--- config.mk ---
export PLATFORM = sky130hd
export DESIGN_NAME = snake_game_ctrl
export DESIGN_NICKNAME = d
export VERILOG_FILES = /design/src/rtl/snake_game_ctrl.sv
export SDC_FILE = /design/constraint.sdc
export NUM_CORES = 1
export LEC_CHECK = 0
export ABC_CLOCK_PERIOD_IN_PS = 2150
export CAP_MARGIN = 20
export CORE_MARGIN = 1
export CORE_UTILIZATION = 55
export CTS_BUF_LIST = sky130_fd_sc_hd__clkbuf_4
export DETAILED_ROUTE_END_ITERATION = 6
export GPL_ROUTABILITY_DRIVEN = 0
export GPL_TIMING_DRIVEN = 0
export PLACE_DENSITY = 0.77
export SYNTH_ARGS = -nofsm -noshare
export SYNTH_HDL_FRONTEND = slang
export SYNTH_SLANG_ARGS = --single-unit
export TNS_END_PERCENT = 20
--- constraint.sdc ---
create_clock -name clk -period 2.15 [get_ports clk]
set_input_delay 0.3225 -clock clk [delete_from_list [all_inputs] [get_ports clk]]
set_output_delay 0.3225 -clock clk [all_outputs]
set_load 0.03 [all_outputs]
--- src/rtl/snake_game_ctrl.sv ---
// snake_game_ctrl: game FSM, committed direction, move tick, score and grow pulse; SNAKE_SPEEDUP_EN shortens the tick period on each score
module snake_game_ctrl #(
  parameter int TICK_DIV  = 12_500_000,
  parameter int MAX_SCORE = 99
) (
  input  logic       clk,
  input  logic       nRst,
  input  logic       goodColl,
  input  logic       badColl,
  input  logic       button,
  input  logic [3:0] direction,
  output logic [1:0] state,
  output logic [3:0] move_dir,
  output logic       move_tick,
  output logic [7:0] score,
  output logic       grow
);
  localparam logic [1:0] IDLE = 2'd0, RUN = 2'd1, PAUSE = 2'd2, OVER = 2'd3;
  localparam logic [3:0] RIGHT = 4'b0001;
  logic [2:0] cur_q, prev_q;
  logic btn_rise, good_rise, bad_rise;
  logic [1:0] next_state;
  logic start, running, scored, wrap, dir_ok;
  logic [3:0] opposite;
  logic [3:0] pending;
  logic [23:0] cnt, period;
  assign {btn_rise, good_rise, bad_rise} = cur_q & ~prev_q;
  // register the levels then keep one more sample so rises act one cycle later
  always_ff @(posedge clk or negedge nRst)
    if (!nRst) begin
      cur_q  <= '0;
      prev_q <= '0;
    end else begin
      cur_q  <= {button, goodColl, badColl};
      prev_q <= cur_q;
    end
  // game state register
  always_ff @(posedge clk or negedge nRst)
    if (!nRst) state <= IDLE;
    else state <= next_state;
  // state transitions; a wall hit wins over a simultaneous button rise
  always_comb begin
    next_state = state;
    case (state)
      IDLE:  if (btn_rise) next_state = RUN;
      RUN:   if (bad_rise) next_state = OVER; else if (btn_rise) next_state = PAUSE;
      PAUSE: if (btn_rise) next_state = RUN;
      OVER:  if (btn_rise) next_state = IDLE;
    endcase
  end
  // control strobes decoded from the current state and the rises
  always_comb begin
    start    = (state == IDLE) && btn_rise;
    running  = state == RUN;
    scored   = running && good_rise && !bad_rise;
    wrap     = running && (cnt >= period - 24'd1);
    opposite = {move_dir[2], move_dir[3], move_dir[0], move_dir[1]};
    dir_ok   = running && (direction != 4'd0) && ((direction & (direction - 4'd1)) == 4'd0)
               && (direction != move_dir) && (direction != opposite);
  end
  // move counter: runs in RUN, freezes in PAUSE, cleared otherwise
  always_ff @(posedge clk or negedge nRst)
    if (!nRst) begin
      cnt       <= '0;
      move_tick <= 1'b0;
    end else begin
      move_tick <= wrap;
      cnt       <= running ? (wrap ? 24'd0 : cnt + 24'd1) : (state == PAUSE) ? cnt : 24'd0;
    end
  // reversal is judged against the committed direction so pending can never hold a U-turn
  always_ff @(posedge clk or negedge nRst)
    if (!nRst) begin
      move_dir <= RIGHT;
      pending  <= RIGHT;
    end else if (start) begin
      move_dir <= RIGHT;
      pending  <= RIGHT;
    end else begin
      if (wrap) move_dir <= pending;
      if (dir_ok) pending <= direction;
    end
  // saturating score and grow pulse
  always_ff @(posedge clk or negedge nRst)
    if (!nRst) begin
      score <= '0;
      grow  <= 1'b0;
    end else begin
      grow  <= scored;
      score <= start ? 8'd0 : (scored && score < 8'(MAX_SCORE)) ? score + 8'd1 : score;
    end
`ifdef SNAKE_SPEEDUP_EN
  logic [23:0] shrunk;
  assign shrunk = period - (period >> 3);
  // period shrinks by an eighth per food, floored at a quarter of the base
  always_ff @(posedge clk or negedge nRst)
    if (!nRst) period <= 24'(TICK_DIV);
    else if (start) period <= 24'(TICK_DIV);
    else if (scored) period <= (shrunk < 24'(TICK_DIV >> 2)) ? 24'(TICK_DIV >> 2) : shrunk;
`else
  assign period = 24'(TICK_DIV);
`endif
endmodule

==> impl_metrics.json <==
{
  "status": "complete, but fails checks",
  "violations": "DRC",
  "holdCritStartpoint": "button",
  "vias": 2322,
  "met1_length_um": 2710,
  "cts_tree": "done",
  "crit_required_ns": 2.42,
  "path_class": "flop to flop",
  "grt_first_pass_wirelength_um": 9890,
  "grt_use_total_pct": 24.9,
  "cp_max_fo": 10,
  "rsz0062_at_grt": "false",
  "critPathMaxStageDelay_ns": 0.44,
  "p_per_area_nw_per_um2": 804,
  "crit_path_start_kind": "flop",
  "avgRoutedWirePerCell_um": 16.5,
  "routed.top_layer": "met4",
  "r2r-start": "cnt[0]$_DFFE_PN0P_",
  "avgSynthCellArea_um2": 9.79,
  "crit_family": "simple AND/OR/NAND/NOR gates",
  "drtPass1Iterations": 6,
  "numCtsBuffers": 5,
  "met2_length_um": 2860,
  "clock-root-buffer": "clkbuf_4",
  "ys_types": 54,
  "utilization_pct": 70.2,
  "grt_max_degree": 27,
  "final-setup-viol-count": 0,
  "ant_nets": 0,
  "drv_cap": 0,
  "design.final.nets": 320,
  "worst_hold_slack_ns": 0.370,
  "die_w_um": 71.2,
  "synthCells": 269,
  "layout-drive-gt1-share_pct": 12.3,
  "route.detailed.vias_per_inst": 6.41,
  "final_common_cell": "dfrtp_1",
  "wl_met3_um": 368,
  "ctsHtreeMaxLevel": 2,
  "setup-tns-final_ns": 0,
  "clkTransAtPathRegs_ns": 0.15,
  "dieArea_um2": 5070,
  "relSlewSlack_pct": 57.8,
  "synth_edf_count": 0,
  "r2r_slack_ns": 0.14,
  "r2r_end": "cnt[9]$_DFFE_PN0P_",
  "p_total_w": 0.00253,
  "yosysWarnings": 0,
  "worst_slack_ns": 0.145,
  "clk_path_buf_depth": 2,
  "post-route-period-util_pct": 93.3,
  "antenna_found_initial": 0,
  "critPathCaptureType": "flop",
  "worstPathArrival_ns": 2.27,
  "grt_overflow": 0,
  "drv_slew": 0,
  "syn-num-nets": 280,
  "period_needed_ns": 2.01,
  "cts.sinks": 50,
  "ios": 25,
  "route.detailed.drc": 1,
  "drt_iter0_markers": 254,
  "tightest_slew_ns": 0.628,
  "start_util_pct": 58.9,
  "hpwl_um": 4100,
  "yosysTopAreaCellShare_pct": 45.6,
  "die_y_um": 71.2,
  "synth_seq_cells": 50,
  "hold_class": "input pin to flop",
  "leakagePower_nw": 1.27,
  "synth_ff_type": "dfrtp_1",
  "pre_cts_slack_ns": 0.0711,
  "mostFrequentLayoutCells": "dfrtp_1 (48), nand2_1 (30), clkdlybuf4s50_1 (23)",
  "hold_viol": 0,
  "syn-cell-area_um2": 2630,
  "min_path_cells": 1,
  "port-buffer-count": 24,
  "area_growth_pct": 19.2,
  "ir_worst_vdd_mv": 0.440,
  "diodes": 0,
  "rows": 24,
  "hold_end": "cur_q[2]$_DFF_PN0_",
  "core_um2": 4470,
  "n_fill_cell": 353,
  "fin_skew_ns": 0.0104,
  "crit_buf_inv": 1,
  "yosysSeqAreaShare_pct": 47.6,
  "crit_path_top_delay_cell": "dfrtp_1",
  "fmax_ghz": 0.499,
  "worstPathCellList": "ha_1 > nand4_1 > nand3_1 > o211ai_4 > nand2_2 > buf_2 > o311ai_1",
  "synth_top_area_cell": "dfrtp_1",
  "synthTopCellsByArea": "dfrtp_1 (46%), nand4_1 (4.5%), nand2_1 (4.3%)",
  "worstSkewPairLatency_ns": 0.37,
  "first_global_vias": 2046,
  "wl_um": 5980,
  "rr_worst_depth": 7,
  "async_flop_share_pct": 100
}
metrics by stage:
stage,cell area [um^2],std cells
final,3140,362
after floorplan,2630,269
after detailed placement,2950,346
after global placement,2940,345
after global routing,3140,362
after CTS,3070,355
final cells by class:
type	instances	area, um^2	share of cell area [%]
multi-input cells	202	1320	42.1
flip-flops and latches	50	1250	39.9
repair buffers	33	318	10.1
well taps	52	65.1	2.07
clock inverters	3	63.8	2.03
plain buffers	10	55.1	1.75
clock buffers	5	37.5	1.20
inverters	7	26.3	0.837
state kept, by name, indices dropped and copies added (netlist names):
| name | flops |
|---|---|
| prev_q | 3 |
| move_dir | 4 |
| cnt | 24 |
| move_tick | 1 |
| grow | 1 |
| cur_q | 3 |
| pending | 4 |
| score | 8 |
| state | 2 |
worst max path at each step:
stage                            start                     end  depth (start not counted)
6_report            cnt[0]$_DFFE_PN0P_      cnt[9]$_DFFE_PN0P_                          7
5_1_grt             cnt[0]$_DFFE_PN0P_      cnt[7]$_DFFE_PN0P_                          7
4_1_cts             cnt[0]$_DFFE_PN0P_     cnt[18]$_DFFE_PN0P_                          6
3_5_place_dp        cnt[0]$_DFFE_PN0P_     cnt[18]$_DFFE_PN0P_                          6
3_3_place_gp                      nRst      cnt[4]$_DFFE_PN0P_                          1
2_1_floorplan  move_dir[0]$_DFFE_PN1P_  pending[1]$_DFFE_PN0P_                          5
report_power, final:
group	internal, W	switching, W	leakage [nW]	total [W]
Clock	0.000359	0.000301	0.0528	0.000659
Sequential	0.00105	0.0000992	0.665	0.00115
Combinational	0.000285	0.000432	0.548	0.000717
synth_stat cells (6+ instances only):
library cell and number:
dfrtp_1 48, nand2_1 30, nor2_1 21, nand4_1 19
nand3_1 13, a31oi_1 9, o21ai_0 9, and2_1 7
inv_1 7, mux2i_1 6, nor2b_1 6, xnor2_1 6
kinds of logic after synthesis:
logic type | after synthesis | share of synthesized area (%)
and+or+nand+nor | 132 | 28.3
AOI/OAI and AO/OA | 53 | 14.6
DFF | 50 | 47.6
buffers and inverters | 17 | 3.09
muxes | 8 | 3.14
xor gates and xnor gates | 7 | 2.33
adders and majority gates | 2 | 0.950
per-layer routing:
| metal | vias to the layer above | global-route usage, % |
|---|---|---|
| li1 | 1093 | - |
| met1 | 1144 | 36.6 |
| met2 | 79 | 39.0 |
| met3 | 6 | 4.42 |
| met4 | 0 | 5.11 |
| met5 | - | 0 |
timing repair:
action	CTS	global route
resized for setup	0	3
setup buffers	0	7
setup endpoints to repair	0	10
hold endpoints to repair	23	0
hold buffers	1	0
(Power assumes the default switching activity.)
